`config.mk`:
```
export PLATFORM = sky130hd
export DESIGN_NAME = me_scan_ctrl
export DESIGN_NICKNAME = d
export VERILOG_FILES = /design/src/rtl/me_scan_ctrl.sv
export SDC_FILE = /design/constraint.sdc
export NUM_CORES = 1
export LEC_CHECK = 0
export ABC_CLOCK_PERIOD_IN_PS = 2620
export BUFFER_PORTS_ARGS = -buffer_cell sky130_fd_sc_hd__buf_4
export CORE_UTILIZATION = 50
export DETAILED_ROUTE_END_ITERATION = 16
export PLACE_DENSITY = 0.74
export SLEW_MARGIN = 30
export SYNTH_ARGS = -nofsm -noshare
export SYNTH_HDL_FRONTEND = slang
export SYNTH_SLANG_ARGS = --single-unit
export TNS_END_PERCENT = 100
```
`constraint.sdc`:
```
create_clock -name clk -period 2.62 [get_ports clk]
set_clock_uncertainty 0.15 [all_clocks]
set_input_delay 0.655 -clock clk [delete_from_list [all_inputs] [get_ports clk]]
set_output_delay 0.655 -clock clk [all_outputs]
set_load 0.1 [all_outputs]
```
`src/rtl/me_scan_ctrl.sv`:
```
// rtl/me_scan_ctrl.sv - full-search scan controller for the motion-estimation processor
// Walks the search window row by row, issues RAM reads and tags each pixel shift with its candidate.
module me_scan_ctrl #(
   parameter int BLK   = 16,
   parameter int RANGE = 16,
   parameter int SW_W  = BLK + RANGE - 1,
   parameter int AW    = 10,
   parameter int CW    = 5
) (
   input  logic          clk,
   input  logic          rst_n,
   input  logic          start,
   input  logic          mem_rdy,
   output logic          sw_rd,
   output logic [AW-1:0] sw_addr,
   output logic          sr_en,
   output logic          cand_valid,
   output logic [CW-1:0] cand_x,
   output logic [CW-1:0] cand_y,
   output logic          busy,
   output logic          done
);

   localparam int CLW = (SW_W > 1) ? $clog2(SW_W) : 1;
   localparam int RW  = (RANGE > 1) ? $clog2(RANGE) : 1;

   typedef enum logic [1:0] {IDLE, SCAN, DRAIN} state_t;

   state_t          state_q, state_d;
   logic [CLW-1:0]  col_q, col_d;
   logic [RW-1:0]   row_q, row_d;
   logic [AW-1:0]   base_q, base_d;
   logic [AW-1:0]   addr_q, addr_d;
   logic            sr_en_q, sr_en_d;
   logic            cand_valid_q, cand_valid_d;
   logic [CW-1:0]   cand_x_q, cand_x_d;
   logic [CW-1:0]   cand_y_q, cand_y_d;
   logic            done_q, done_d;
   logic            issue;
   logic [AW-1:0]   issue_addr;

   always_comb begin
      state_d      = state_q;
      col_d        = col_q;
      row_d        = row_q;
      base_d       = base_q;
      addr_d       = addr_q;
      cand_x_d     = cand_x_q;
      cand_y_d     = cand_y_q;
      done_d       = 1'b0;
      issue        = (state_q == SCAN) && mem_rdy;
      issue_addr   = base_q + AW'(col_q);
      sr_en_d      = issue;
      // the first BLK-1 shifts of each row only refill the chain
      cand_valid_d = issue && (col_q >= CLW'(BLK - 1));

      if (cand_valid_d) begin
         cand_x_d = CW'(col_q - CLW'(BLK - 1));
         cand_y_d = CW'(row_q);
      end

      case (state_q)
         IDLE: begin
            // done cycle still counts as busy, so a start there is dropped
            if (start && !done_q) begin
               state_d = SCAN;
               col_d   = '0;
               row_d   = '0;
               base_d  = '0;
            end
         end
         SCAN: begin
            if (mem_rdy) begin
               addr_d = issue_addr;
               if (col_q == CLW'(SW_W - 1)) begin
                  col_d  = '0;
                  row_d  = row_q + 1'b1;
                  base_d = base_q + AW'(SW_W);
                  if (row_q == RW'(RANGE - 1)) state_d = DRAIN;
               end else begin
                  col_d = col_q + 1'b1;
               end
            end
         end
         DRAIN: begin
            state_d = IDLE;
            done_d  = 1'b1;
         end
         default: state_d = IDLE;
      endcase
   end

   always_ff @(posedge clk or negedge rst_n) begin
      if (!rst_n) begin
         state_q      <= IDLE;
         col_q        <= '0;
         row_q        <= '0;
         base_q       <= '0;
         addr_q       <= '0;
         sr_en_q      <= 1'b0;
         cand_valid_q <= 1'b0;
         cand_x_q     <= '0;
         cand_y_q     <= '0;
         done_q       <= 1'b0;
      end else begin
         state_q      <= state_d;
         col_q        <= col_d;
         row_q        <= row_d;
         base_q       <= base_d;
         addr_q       <= addr_d;
         sr_en_q      <= sr_en_d;
         cand_valid_q <= cand_valid_d;
         cand_x_q     <= cand_x_d;
         cand_y_q     <= cand_y_d;
         done_q       <= done_d;
      end
   end

   assign sw_rd      = issue;
   assign sw_addr    = issue ? issue_addr : addr_q;
   assign sr_en      = sr_en_q;
   assign cand_valid = cand_valid_q;
   assign cand_x     = cand_x_q;
   assign cand_y     = cand_y_q;
   assign busy       = (state_q != IDLE) || done_q;
   assign done       = done_q;

endmodule
```
# Word-level counts from Yosys, hierarchy flattened
# Index checks and enable logic that the tools add are counted.
# op_classes
addsub	5
order_cmp	1
eq_ne	8
muxes	19
reduce_logical	12
# op_table
op	count
10-bit two-way mux	4
10-bit case mux with 2 select lines	1
5-bit two-way mux	3
4-bit two-way mux	3
10-bit by 5-bit adder with 10-bit output	1
10-bit by 5-bit adder with 10-bit output, second input constant	1
5-bit case mux with 2 select lines	1
2-bit two-way mux	4
4-bit case mux with 2 select lines	1
4-bit AND reduction	2
5-bit by 1-bit adder with 5-bit output, second input constant	1
5-bit equality test, second input constant	1
5-bit by 4-bit >= comparator with 1-bit output, second input constant	1
5-bit by 4-bit subtractor with 5-bit output, second input constant	1
4-bit by 1-bit adder with 4-bit output, second input constant	1
4-bit equality test, second input constant	1
2-bit by 1-bit inequality test with 1-bit output, second input constant	2
2-bit inequality test, second input constant	2
2-bit case mux with 2 select lines	1
2-bit nonzero test	2
1-bit logical AND	3
3-bit AND reduction	1
2-bit by 1-bit equality test with 1-bit output, second input constant	1
2-bit equality test, second input constant	1
other kinds (5)	5
# word_totals
regBits	43
in_bits	4
elab_cells	55

# Depth between registers and ports, before layout
# Gate-level depths: netlist of run 1.
# logic_depth
word_depth	5
ltp_mapped	8

# Worst setup path before layout of run 1
# No wires, ideal clock.
# synth_path
path_type	register to output
start	register col_q[0]
end	output port sw_addr[8]
t_arrival_ps	3755
setup_slack_ps	-1940
stages_incl_launch_ff	9
path_buffers	0
path_cell_list	dfrtp_1 -> ha_1 -> inv_1 -> fa_1 -> nand2b_1 -> a21oi_1 -> o21bai_1 -> xor2_1 -> o21ai_0
# synth_between
elab_chain_cells	2
# synth_rtl
item	line_no	source
start: declaration	30	logic [CLW-1:0] col_q, col_d;
start signal: assignment	107	col_q <= col_d;
10-bit by 5-bit adder with 10-bit output	52	issue_addr = base_q + AW'(col_q);
10-bit two-way mux	120	assign sw_addr = issue ? issue_addr : addr_q;
end: declaration	15	output logic [AW-1:0] sw_addr,
# Every way passes these cells.

# Final worst setup path of run 1
# layout_path
start	register base_q[0]
end	output port sw_addr[8]
# layout_between
elab_chain_cells	2
# layout_rtl
item	line_no	source
start: declaration	32	logic [AW-1:0] base_q, base_d;
start signal: assignment	109	base_q <= base_d;
10-bit by 5-bit adder with 10-bit output	52	
10-bit two-way mux	120	
# Every way passes these cells.

==> key figures, run 1 <==
Run status
  – Outcome: finished with violations
  – Failing checks: setup timing

Global routing
  – First-pass GRT wire length: around 8.1 mm
  – Number of global-route vias before repair: roughly 1800
  – Initial antenna violation count: 0
  – Global route overflow: 0
  – Largest net degree at the start of global routing: 44
  – GRT Overall Usage: 24.6%

Synthesis
  – Most used DFF post-synth: dfrtp_1
  – Mapped Area: around 0.0022 mm2
  – Post-synth EDFFs: 0
  – Cells after Synth: about 220
  – Synth area leaders: dfrtp_1 (50%), ha_1 (5.8%), nand2_1 (4.9%), xor2_1 (4.9%), o21ai_0 (4.2%)
  – Yosys top cell by area: dfrtp_1
  – Sequential element share of the synthesized area: between 40% and 50%
  – Distinct cell type count after synthesis: 39
  – Total of warnings raised by yosys: 0
  – Avg Cell Area, Syn: between 9 and 10 um2
  – Area share of the largest cell type after synthesis: between 40% and 50%
  – Syn nets: ~230
  – Post-synthesis async set-or-reset flop share: 100%
  – FF+latch count, synth: 43

STA
  – Final Hold Fails: 0
  – Final worst slack: -0.387 ns
  – Fin crit period: between 3 and 4 ns
  – Setup tns final: -2.35 ns
  – Relative slew slack: approximately three fifths
  – Setup-failing EPs final: 8
  – Final Cycle Share: 115%
  – Unrepaired setup endpoints after global routing: true
  – Worst slew pin tran: approximately 0.57 ns
  – Hold Worst Slack: approximately 0.17 ns
  – Achievable Freq: between 300 and 400 MHz
  – Pins over their slew limit: 0

Worst setup path
  – Worst r2r src: col_q[0]$_DFFE_PN0P_
  – Critical-path cell list: ha_4 > inv_2 > fa_2 > nand2b_4 > a21oi_4 > o21bai_1 > xor2_1 > o21ai_4 > buf_12
  – Worst-path maximum fanout: 3
  – Req. time, crit path: around 1.8 ns
  – FF-to-FF setup slack: between 0.2 and 0.3 ns
  – CP max-delay cell: dfrtp_1
  – Reg2Reg Depth: 8
  – CP Class: reg -> out
  – CP Launch Type: flop
  – Critical path arrival: about 2.2 ns
  – CP endpoint kind: output pin
  – Max incr delay on CP: about 0.40 ns
  – R2R Path End: base_q[6]$_DFFE_PN0P_

Layout
  – ANT cells: 0
  – Register area: 0.00108 mm2
  – Multi-input logic area: 0.00122 mm2
  – Final Non-Filler Cells: 320
  – Share of cells above drive strength 1: 36.7%
  – Final-stage net count: 284
  – Area growth syn-to-layout: 40.6%
  – Fillcell total: about 270

Clocking
  – CTS HTree Levels: 2
  – Clock sinks: 43
  – CTS buffer count: 5
  – Root Buffer: clkbuf_8
  – CTS max path bufs: 2
  – Clock Latency Late Sink: ~0.30 ns
  – Clock transition at path regs: ~0.09 ns
  – CTS tree: done

Detailed routing
  – Detailed Route WL: roughly 5 mm
  – Detailed-route via count: roughly 1800
  – DRC: 0
  – DR pass1 iterations: 4
  – Post-DR vias/cell: ~5.5
  – WL/cell: between 15 and 20 um
  – 1st-iter DRT viols: 103
  – ANT nets after route: 0

Pwr
  – Total power: 3.69 mW
  – LEAKAGE: 1.38 nW
  – Power Dens Cells: roughly 1200 mW/mm2
  – VDD IR-drop max: between 0.6 and 0.7 mV

Floorplan
  – Boundary Pins: 29
  – Die area: 0.00458 mm2
  – Initial Util: 53.1%
  – Die Wd: approximately 68 um
  – Die height: 67.7 um
  – Core area: between 0.004 and 0.005 mm2
  – Site Rows: 23

Placed design
  – Placer congestion estimate: approximately 0.84
  – Hpwl dp: about 3.3 mm
  – Placed cell count: between 300 and 400
  – IO buf count: 27

Job
  – Max Cap Violations: 0

Hold path
  – Hold WC Path Type: in -> async
-- cell families after synthesis --
kind of cell | after synthesis | share of synthesized area, %
compound gates | 45 | 13.1
mux | 7 | 3.60
fa+ha+maj | 11 | 6.73
simple gates | 77 | 17.1
flops | 43 | 49.9
xor+xnor | 14 | 5.69
other cells | 1 | 0.174
buf+inv | 20 | 3.71
-- cell usage in the layout (no fill, tap or decap), types with 2 or more instances in the layout --
cell	Yosys	layout
or3_1	4	3
a21oi_2	0	2
nand2b_1	4	3
mux2_2	6	6
nor3_1	2	2
xnor2_1	2	2
o21ai_1	3	4
o21ai_2	0	2
nand3_1	8	7
o21bai_1	2	2
inv_1	13	10
xor2_1	12	12
a21o_1	2	2
ha_4	0	4
o21ai_4	0	6
a21oi_1	7	4
dfrtp_2	0	2
buf_4	1	40
nand2_1	28	26
o21ai_0	18	9
buf_6	0	2
clkbuf_8	0	6
ha_1	10	6
nand3b_1	2	2
buf_12	0	8
nor2_1	19	18
dfrtp_1	43	41
inv_2	0	2
nand4_1	5	5
-- registers in the layout (all words and copies together) (netlist names) --
| signal | cells |
|---|---|
| addr_q | 10 |
| cand_valid | 1 |
| state_q | 2 |
| row_q | 4 |
| sr_en | 1 |
| cand_y | 4 |
| done | 1 |
| col_q | 5 |
| cand_x | 5 |
| base_q | 10 |
-- worst max-delay path: cells and delay by family (launching register included) --
family          cells  cell delay (ns)
compound gates      3             0.42
flops               1             0.40
buf+inv             2             0.23
simple gates        1             0.17
fa+ha+maj           2             0.50
xor+xnor            1             0.18
-- power breakdown --
part | switching [mW] | leakage (nW) | internal, mW
Combinational | 1.36 | 0.761 | 0.770
Clock | 0.239 | 0.0612 | 0.309
Sequential | 0.164 | 0.554 | 0.845
-- per-layer routing --
metal	global-route usage [%]	share of wire [%]
met2	39.9	50
met1	31.7	45
met5	0	0
met3	3.89	2.6
met4	11.7	1.7
-- metrics by stage --
stage | utilization, % | setup slack (ns) | area (um2)
2_1_floorplan | - | -0.368 | 2380
3_3_place_gp | 68.2 | -0.0910 | 2770
3_5_place_dp | 68.2 | -0.117 | 2770
4_1_cts | 74.2 | -0.359 | 3010
5_1_grt | 74.7 | -0.460 | 3030
6_report | 74.7 | -0.387 | 3030
-- how the worst max path moves through the flow --
stage	from	end	slack (ns)	cells after the start
floorplan	mem_rdy	sw_addr[7]	-0.37	4
global placement	base_q[0]$_DFFE_PN0P_	sw_addr[8]	-0.09	9
detailed placement	base_q[0]$_DFFE_PN0P_	sw_addr[8]	-0.12	9
CTS	col_q[0]$_DFFE_PN0P_	sw_addr[6]	-0.36	9
global route	col_q[0]$_DFFE_PN0P_	sw_addr[8]	-0.46	9
finish	base_q[0]$_DFFE_PN0P_	sw_addr[8]	-0.39	9
-- repair_timing --
action	4_1_cts	5_1_grt
hold buffers	0	0
endpoints found under the setup margin	9	10
cloned	0	0
pin swaps	7	4
setup buffers	1	1
gates resized for setup	27	4
-- cells in the mapped netlist (all sizes together) (2+ instances only) --
cell type and instances:
dfrtp 43, nand2 28, o21ai 21, nor2 19, inv 13, xor2 12
ha 10, nand3 8, a21oi 7, mux2 6, clkbuf 5, nand4 5
nand2b 4, or3 4, o31ai 3, a211oi 2, a21o 2, a31oi 2
buf 2, nand3b 2, nor3 2, o21bai 2, xnor2 2
-- area by class of cell --
cell class              count  area share [%]
clock inverters             2            1.16
inverters                  13            1.73
clock buffers               6            2.72
well taps                  50            2.06
repair buffers             51            16.4
flip-flops and latches     43            35.6
multi-input cells         155            40.3
No activity file was read; power rests on OpenSTA's default activity.
==> run 2: changes to the inputs <==
--- a/config.mk
+++ b/config.mk
@@ -5,11 +5,10 @@
 export SDC_FILE = /design/constraint.sdc
 export NUM_CORES = 1
 export LEC_CHECK = 0
-export ABC_CLOCK_PERIOD_IN_PS = 2620
 export BUFFER_PORTS_ARGS = -buffer_cell sky130_fd_sc_hd__buf_4
 export CORE_UTILIZATION = 50
 export DETAILED_ROUTE_END_ITERATION = 16
-export PLACE_DENSITY = 0.74
+export PLACE_DENSITY = 0.71
 export SLEW_MARGIN = 30
 export SYNTH_ARGS = -nofsm -noshare
 export SYNTH_HDL_FRONTEND = slang
==> constraint.sdc (replaced) <==
create_clock -name clk -period 3.5 [get_ports clk]
set_clock_uncertainty 0.15 [all_clocks]
set_input_delay 0.875 -clock clk [delete_from_list [all_inputs] [get_ports clk]]
set_output_delay 0.875 -clock clk [all_outputs]
set_load 0.1 [all_outputs]
==> run 2 against run 1 <==
Compared with the run above:
- total power down 38%
- utilization is 10 points lower
- count of clock-buffer cells in the layout is the same
- highest routed layer unchanged
- flip-flop and latch count unchanged
- sequential power decreased by 25%
- the flow now finishes without violations
- hold slack improved by 0.15 ns
- final cell count is 5.3% lower
- global-route usage is 3.9 points lower
- final area down 14%
- register-to-register slack improved by 0.72 ns
- first-iteration DRC count is 3.9% higher
- routed wire length is 16% lower
- critical endpoint is now sw_addr[6]
==> key figures, run 2 (same netlist as run 1, synthesis figures left out) <==
STA
  – Setup tns final: 0 ns
  – Setup-failing EPs final: 0
  – Relative slew slack: between 40% and 50%
  – Unrepaired setup endpoints after global routing: true
  – Final Hold Fails: 0
  – Pins over their slew limit: 0
  – Fin crit period: 3.36 ns
  – Worst slew pin tran: 0.894 ns
  – Final Cycle Share: 96.0%
  – Achievable Freq: 298 MHz

Detailed routing
  – Detailed Route WL: between 4 and 5 mm
  – Detailed-route via count: ~1700
  – WL/cell: about 14 um
  – DRC: 0
  – 1st-iter DRT viols: between 100 and 150
  – ANT nets after route: 0
  – DR pass1 iterations: 4
  – Post-DR vias/cell: about 5.5

Job
  – Max Cap Violations: 0

Worst setup path
  – CP endpoint kind: output pin
  – Crit path launch: col_q[0]$_DFFE_PN0P_
  – Worst r2r src: col_q[0]$_DFFE_PN0P_
  – CP Launch Type: flop
  – Reg2Reg Depth: 8
  – Req. time, crit path: ~2.5 ns
  – Worst-path maximum fanout: 3
  – CP Class: reg -> out
  – Critical path arrival: 2.34 ns

Clocking
  – CTS max path bufs: 2
  – Clock transition at path regs: around 0.08 ns
  – CTS tree: done
  – Root Buffer: clkbuf_8
  – Hold_buf cts: 0
  – CTS HTree Levels: 2
  – Clock sinks: 43
  – CTS buffer count: 5
  – Clock Latency Late Sink: 0.30 ns

Global routing
  – Largest net degree at the start of global routing: 44
  – Initial antenna violation count: 0
  – GRT Overall Usage: 20.7%
  – Global route overflow: 0
  – Number of global-route vias before repair: between 1500 and 2000
  – First-pass GRT wire length: around 6.9 mm

Placed design
  – Hpwl dp: between 2 and 3 mm
  – Placer congestion estimate: between 0.8 and 0.9
  – IO buf count: 27

Hold path
  – HP Start: addr_q[2]$_DFFE_PN0P_
  – Hold WC Path Type: reg -> reg
  – Hold Path Cell Cnt: 2

Pwr
  – VDD IR-drop max: 0.486 mV
  – LEAKAGE: about 1.2 nW
  – Power Dens Cells: between 800 and 900 mW/mm2
  – Total power: about 2.3 mW

Layout
  – Share of cells above drive strength 1: between 20% and 30%
  – Top Registers: addr_q (10), base_q (10)
  – Commonest non-fill, non-tap cell in the layout: dfrtp_1
  – ANT cells: 0
  – Highest-count cells in the layout ignoring fill and taps: dfrtp_1 (41), buf_4 (31), nand2_1 (28)
  – Area growth syn-to-layout: 21.4%
  – Final-stage net count: approximately 270

Floorplan
  – Die area: approximately 0.0046 mm2
  – Die height: roughly 68 um
  – Core area: ~0.0041 mm2
  – Site Rows: 23
  – Boundary Pins: 29
  – Initial Util: 53.1%
  – Die Wd: around 68 um

Run status
  – Outcome: finished clean
-- run 2: cell count changes in the layout (fill, tap and decap cells not counted), sizes merged --
| cell | previous run | this run |
|---|---|---|
| buf | 51 | 35 |
| bufinv | 1 | 0 |
-- run 2: metal layers --
metal	routed length [um]	GRT usage (%)	up-vias
met5	0	0	-
met1	2050	28.3	809
met2	1950	31.2	31
met4	63	8.78	0
li1	-	-	828
met3	149	4.56	7
-- run 2: critical path, cell delays in order, from the launching register on --
cell and delay [ns]:
dfrtp_1 0.37, ha_2 0.20, inv_1 0.05, fa_1 0.39, nand2b_1 0.20, a21oi_2 0.14
nor2_1 0.07, xor2_1 0.14, o21ai_1 0.21, buf_6 0.26
-- run 2: final cells by class --
| type | count | area (um2) |
|---|---|---|
| inverters | 13 | 52.6 |
| flip-flops and latches | 43 | 1080 |
| fillers | 333 | 1440 |
| clock inverters | 1 | 5.00 |
| multi-input cells | 155 | 1040 |
| repair buffers | 35 | 290 |
| clock buffers | 6 | 82.6 |
| well taps | 50 | 62.6 |
-- run 2: worst paths after layout --
path / slack (ns) / to
max: 0.14 / sw_addr[6]
min: 0.32 / addr_q[2]$_DFFE_PN0P_
max reg2reg: 0.98 / base_q[4]$_DFFE_PN0P_
min reg2reg: 0.32 / addr_q[2]$_DFFE_PN0P_
max in group asynchronous: 2.40 / col_q[3]$_DFFE_PN0P_
min in group asynchronous: 0.41 / cand_y[2]$_DFFE_PN0P_
-- run 2: power by group --
group,switching (mW),total [mW],internal [mW]
registers,0.122,0.754,0.632
clock network,0.164,0.319,0.155
logic,0.884,1.21,0.325
total,1.17,2.28,1.11
-- run 2: per-stage QoR --
stage	std cells	cell area [um2]	util (%)	hold slack [ns]	worst slack (ns)
after floorplan	218	2190	-	0.331	-0.476
after global placement	293	2460	60.7	0.303	0.350
after detailed placement	293	2460	60.7	0.305	0.285
after CTS	301	2560	63.2	0.332	0.0243
after global routing	303	2620	64.5	0.353	-0.00263
final	303	2620	64.5	0.324	0.139
-- run 2: repair_timing --
item | 4_1_cts | 5_1_grt
pin swaps | 0 | 2
gates cloned | 0 | 0
gates resized for setup | 2 | 11
hold endpoints to repair | 0 | 0
endpoints found under the setup margin | 2 | 4
buffers inserted | 1 | 2
==> run 3: changes to the inputs <==
--- a/config.mk
+++ b/config.mk
@@ -5,10 +5,11 @@
 export SDC_FILE = /design/constraint.sdc
 export NUM_CORES = 1
 export LEC_CHECK = 0
+export ABC_AREA = 1
 export BUFFER_PORTS_ARGS = -buffer_cell sky130_fd_sc_hd__buf_4
 export CORE_UTILIZATION = 50
 export DETAILED_ROUTE_END_ITERATION = 16
-export PLACE_DENSITY = 0.71
+export PLACE_DENSITY = 0.7
 export SLEW_MARGIN = 30
 export SYNTH_ARGS = -nofsm -noshare
 export SYNTH_HDL_FRONTEND = slang
==> run 3 against run 2 <==
Compared with the run above:
- the run now ends with DRC left
- critical path type unchanged
- sequential share of layout area shrank 1.5 points
- via count grew 17%
- largest cell class is now multi-input gates
- utilization shrank 3.5 points
- critical endpoint is now sw_addr[8]
- synthesized cell count grew 36%
- register-to-register slack gained 0.39 ns
==> key figures, run 3 <==
Clocking
  – Root Buffer: clkbuf_8
  – Hold_buf cts: 0
  – CTS max path bufs: 2
  – CTS tree: done
  – CTS HTree Levels: 2
  – Clock transition at path regs: about 0.090 ns
  – Post-CTS Repair Setup Buffers: 0
  – CTS buffer count: 5
  – Clock Latency Late Sink: approximately 0.3 ns
  – Clock sinks: 43

Synthesis
  – Sequential element share of the synthesized area: 45.8%
  – Commonest cells in the netlist: nand2_1 (95), dfrtp_1 (43), inv_1 (32)
  – Count leader, synth: nand2_1
  – FF+latch count, synth: between 40 and 50
  – Total of warnings raised by yosys: 0
  – Synth area leaders: dfrtp_1 (46%), nand2_1 (15%), nand3_1 (6.0%), ha_1 (5.3%), inv_1 (5.1%)
  – Area share of the largest cell type after synthesis: between 40% and 50%
  – Distinct cell type count after synthesis: 31
  – Post-synth EDFFs: 0
  – Avg Cell Area, Syn: about 8 um2
  – Synth Area in XOR/XNOR: under 10%
  – Post-Synth Adder-Cell Area: under 10%
  – Most used DFF post-synth: dfrtp_1
  – Post-synthesis async set-or-reset flop share: between 90% and 100%
  – Yosys top cell by area: dfrtp_1
  – Cells after Synth: 296
  – Syn nets: around 310
  – Mux contribution to synthesized area: 0.426%
  – Compound-Gate Fraction of Synth Area: ~7.2%
  – Simple-gate portion of the synthesized area: 30.8%
  – Largest family of logic cells by synthesized area: simple AND/OR/NAND/NOR gates
  – Mapped Area: 0.00235 mm2

Detailed routing
  – Detailed-route via count: slightly below 2000
  – Routed wl met2: 2.16 mm
  – Max Used Layer: met4
  – ANT nets after route: 0
  – Post-DR vias/cell: just over 5
  – WL/cell: 12.6 um
  – DRC: 4
  – 1st-iter DRT viols: 168
  – M1 WL: between 2 and 2.5 mm
  – Detail Route met3 WL: approximately 160 um
  – Detailed Route WL: 4.76 mm
  – DR pass1 iterations: 10

Global routing
  – Initial antenna violation count: 0
  – Global route overflow: 0
  – GRT Overall Usage: a little over a fifth
  – Largest net degree at the start of global routing: 44
  – Number of global-route vias before repair: roughly 1800
  – First-pass GRT wire length: 8.53 mm

Worst setup path
  – CP endpoint kind: output pin
  – FF-to-FF setup slack: between 1 and 1.5 ns
  – CP Launch Type: flop
  – CP Class: reg -> out
  – R2R Path End: row_q[1]$_DFFE_PN0P_
  – Req. time, crit path: roughly 2.5 ns
  – Worst-path maximum fanout: 6
  – Reg2Reg Depth: 9
  – Critical path arrival: 2.30 ns
  – Worst r2r src: col_q[0]$_DFFE_PN0P_

Layout
  – Top Registers: addr_q (10), base_q (10)
  – Share of cells above drive strength 1: 16.6%
  – Commonest non-fill, non-tap cell in the layout: nand2_1
  – Area growth syn-to-layout: 15.4%
  – ANT cells: 0
  – Highest-count cells in the layout ignoring fill and taps: nand2_1 (95), dfrtp_1 (42), inv_1 (32)
  – Final-stage net count: between 300 and 400
  – Fin util: between 60% and 70%

STA
  – Worst slew pin tran: between 0.7 and 0.8 ns
  – Final Cycle Share: a little over nine tenths
  – Unrepaired setup endpoints after global routing: false
  – Pins over their slew limit: 0
  – Final Hold Fails: 0
  – Fin crit period: about 3.3 ns
  – Setup-failing EPs final: 0
  – Final worst slack: 0.177 ns
  – Relative slew slack: between 50% and 60%
  – Achievable Freq: 301 MHz

Run status
  – Outcome: finished with violations
  – Failing checks: DRC

Placed design
  – IO buf count: 27
  – Placer congestion estimate: about 0.86
  – Place WS: ~0.32 ns
  – Hpwl dp: roughly 3.5 mm

Job
  – Max Cap Violations: 0

Hold path
  – HP Start: addr_q[3]$_DFFE_PN0P_
  – Hold Path Cell Cnt: 2
  – Worst hold path endpoint: addr_q[3]$_DFFE_PN0P_
  – Hold WC Path Type: reg -> reg

Floorplan
  – Site Rows: 24
  – Initial Util: 52.8%
  – Die Wd: between 70 and 80 um
  – Die height: roughly 70 um
  – Core area: 0.00444 mm2
  – Die area: approximately 0.005 mm2
  – Boundary Pins: 29
-- run 3: cell types whose count changed in the layout (fill, tap and decap cells not counted), moves of 6 or more --
cell,previous run,this run
nand3_1,8,28
inv_1,12,32
buf_4,31,24
mux2_2,6,0
xor2_1,12,5
nand2_1,28,95
o21ai_0,11,17
-- run 3: cells by family (layout without fill, tap and decap cells) --
logic type | after synthesis | in the layout
AO/OA/AOI/OAI | 32 | 32
adder cells (fa/ha/maj) | 11 | 11
flip-flops | 43 | 43
AND/OR/NAND/NOR | 161 | 161
buffers and inverters | 41 | 70
multiplexers | 1 | 1
other | 1 | 1
XOR/XNOR | 6 | 6
-- run 3: worst max-delay path, cell delays in order, from the launching register on --
cell and delay [ns]:
dfrtp_1 0.45, ha_1 0.22, inv_1 0.06, fa_1 0.39, o21ai_1 0.24, nand3_1 0.14, nand3_1 0.09, nand3_1 0.07
nand2_1 0.10, buf_6 0.23
-- run 3: worst max path at each step --
| stage | startpoint | to | slack, ns |
|---|---|---|---|
| finish | base_q[0]$_DFFE_PN0P_ | sw_addr[8] | 0.18 |
| global route | base_q[0]$_DFFE_PN0P_ | sw_addr[8] | 0.03 |
| global placement | col_q[0]$_DFFE_PN0P_ | sw_addr[4] | 0.36 |
| CTS | col_q[0]$_DFFE_PN0P_ | sw_addr[4] | 0.1 |
| detailed placement | col_q[0]$_DFFE_PN0P_ | sw_addr[4] | 0.32 |
| floorplan | mem_rdy | sw_addr[1] | -0.1 |
-- run 3: metal layers --
metal,vias up,track usage (%)
met5,-,0
li1,1013,-
met2,31,34.1
met4,0,6.67
met1,911,31.0
met3,2,5.13
-- run 3: area by class of cell --
cell class              count  area (um2)
clock buffers               6        82.6
clock inverters             2        16.3
fillers                   404        1730
inverters                  35         131
multi-input cells         212        1120
flip-flops and latches     43        1080
well taps                  52        65.1
repair buffers             27         214
-- run 3: through the flow --
stage / cell area, um2 / std cells / hold WS, ns / setup TNS (ns)
3_3_place_gp: 2600 / 369 / 0.308 / 0
3_5_place_dp: 2600 / 369 / 0.310 / 0
6_report: 2710 / 377 / 0.326 / 0
4_1_cts: 2700 / 377 / 0.330 / 0
5_1_grt: 2710 / 377 / 0.347 / 0
2_1_floorplan: 2370 / 296 / 0.340 / -0.192
-- run 3: repair_timing --
item	in CTS	in global routing
setup endpoints to repair	2	3
gates resized for setup	1	4
cloned	0	0
Power of run 3 is not shown: default switching activity piles up to over one toggle a cycle in this logic, so the estimate is an artifact.
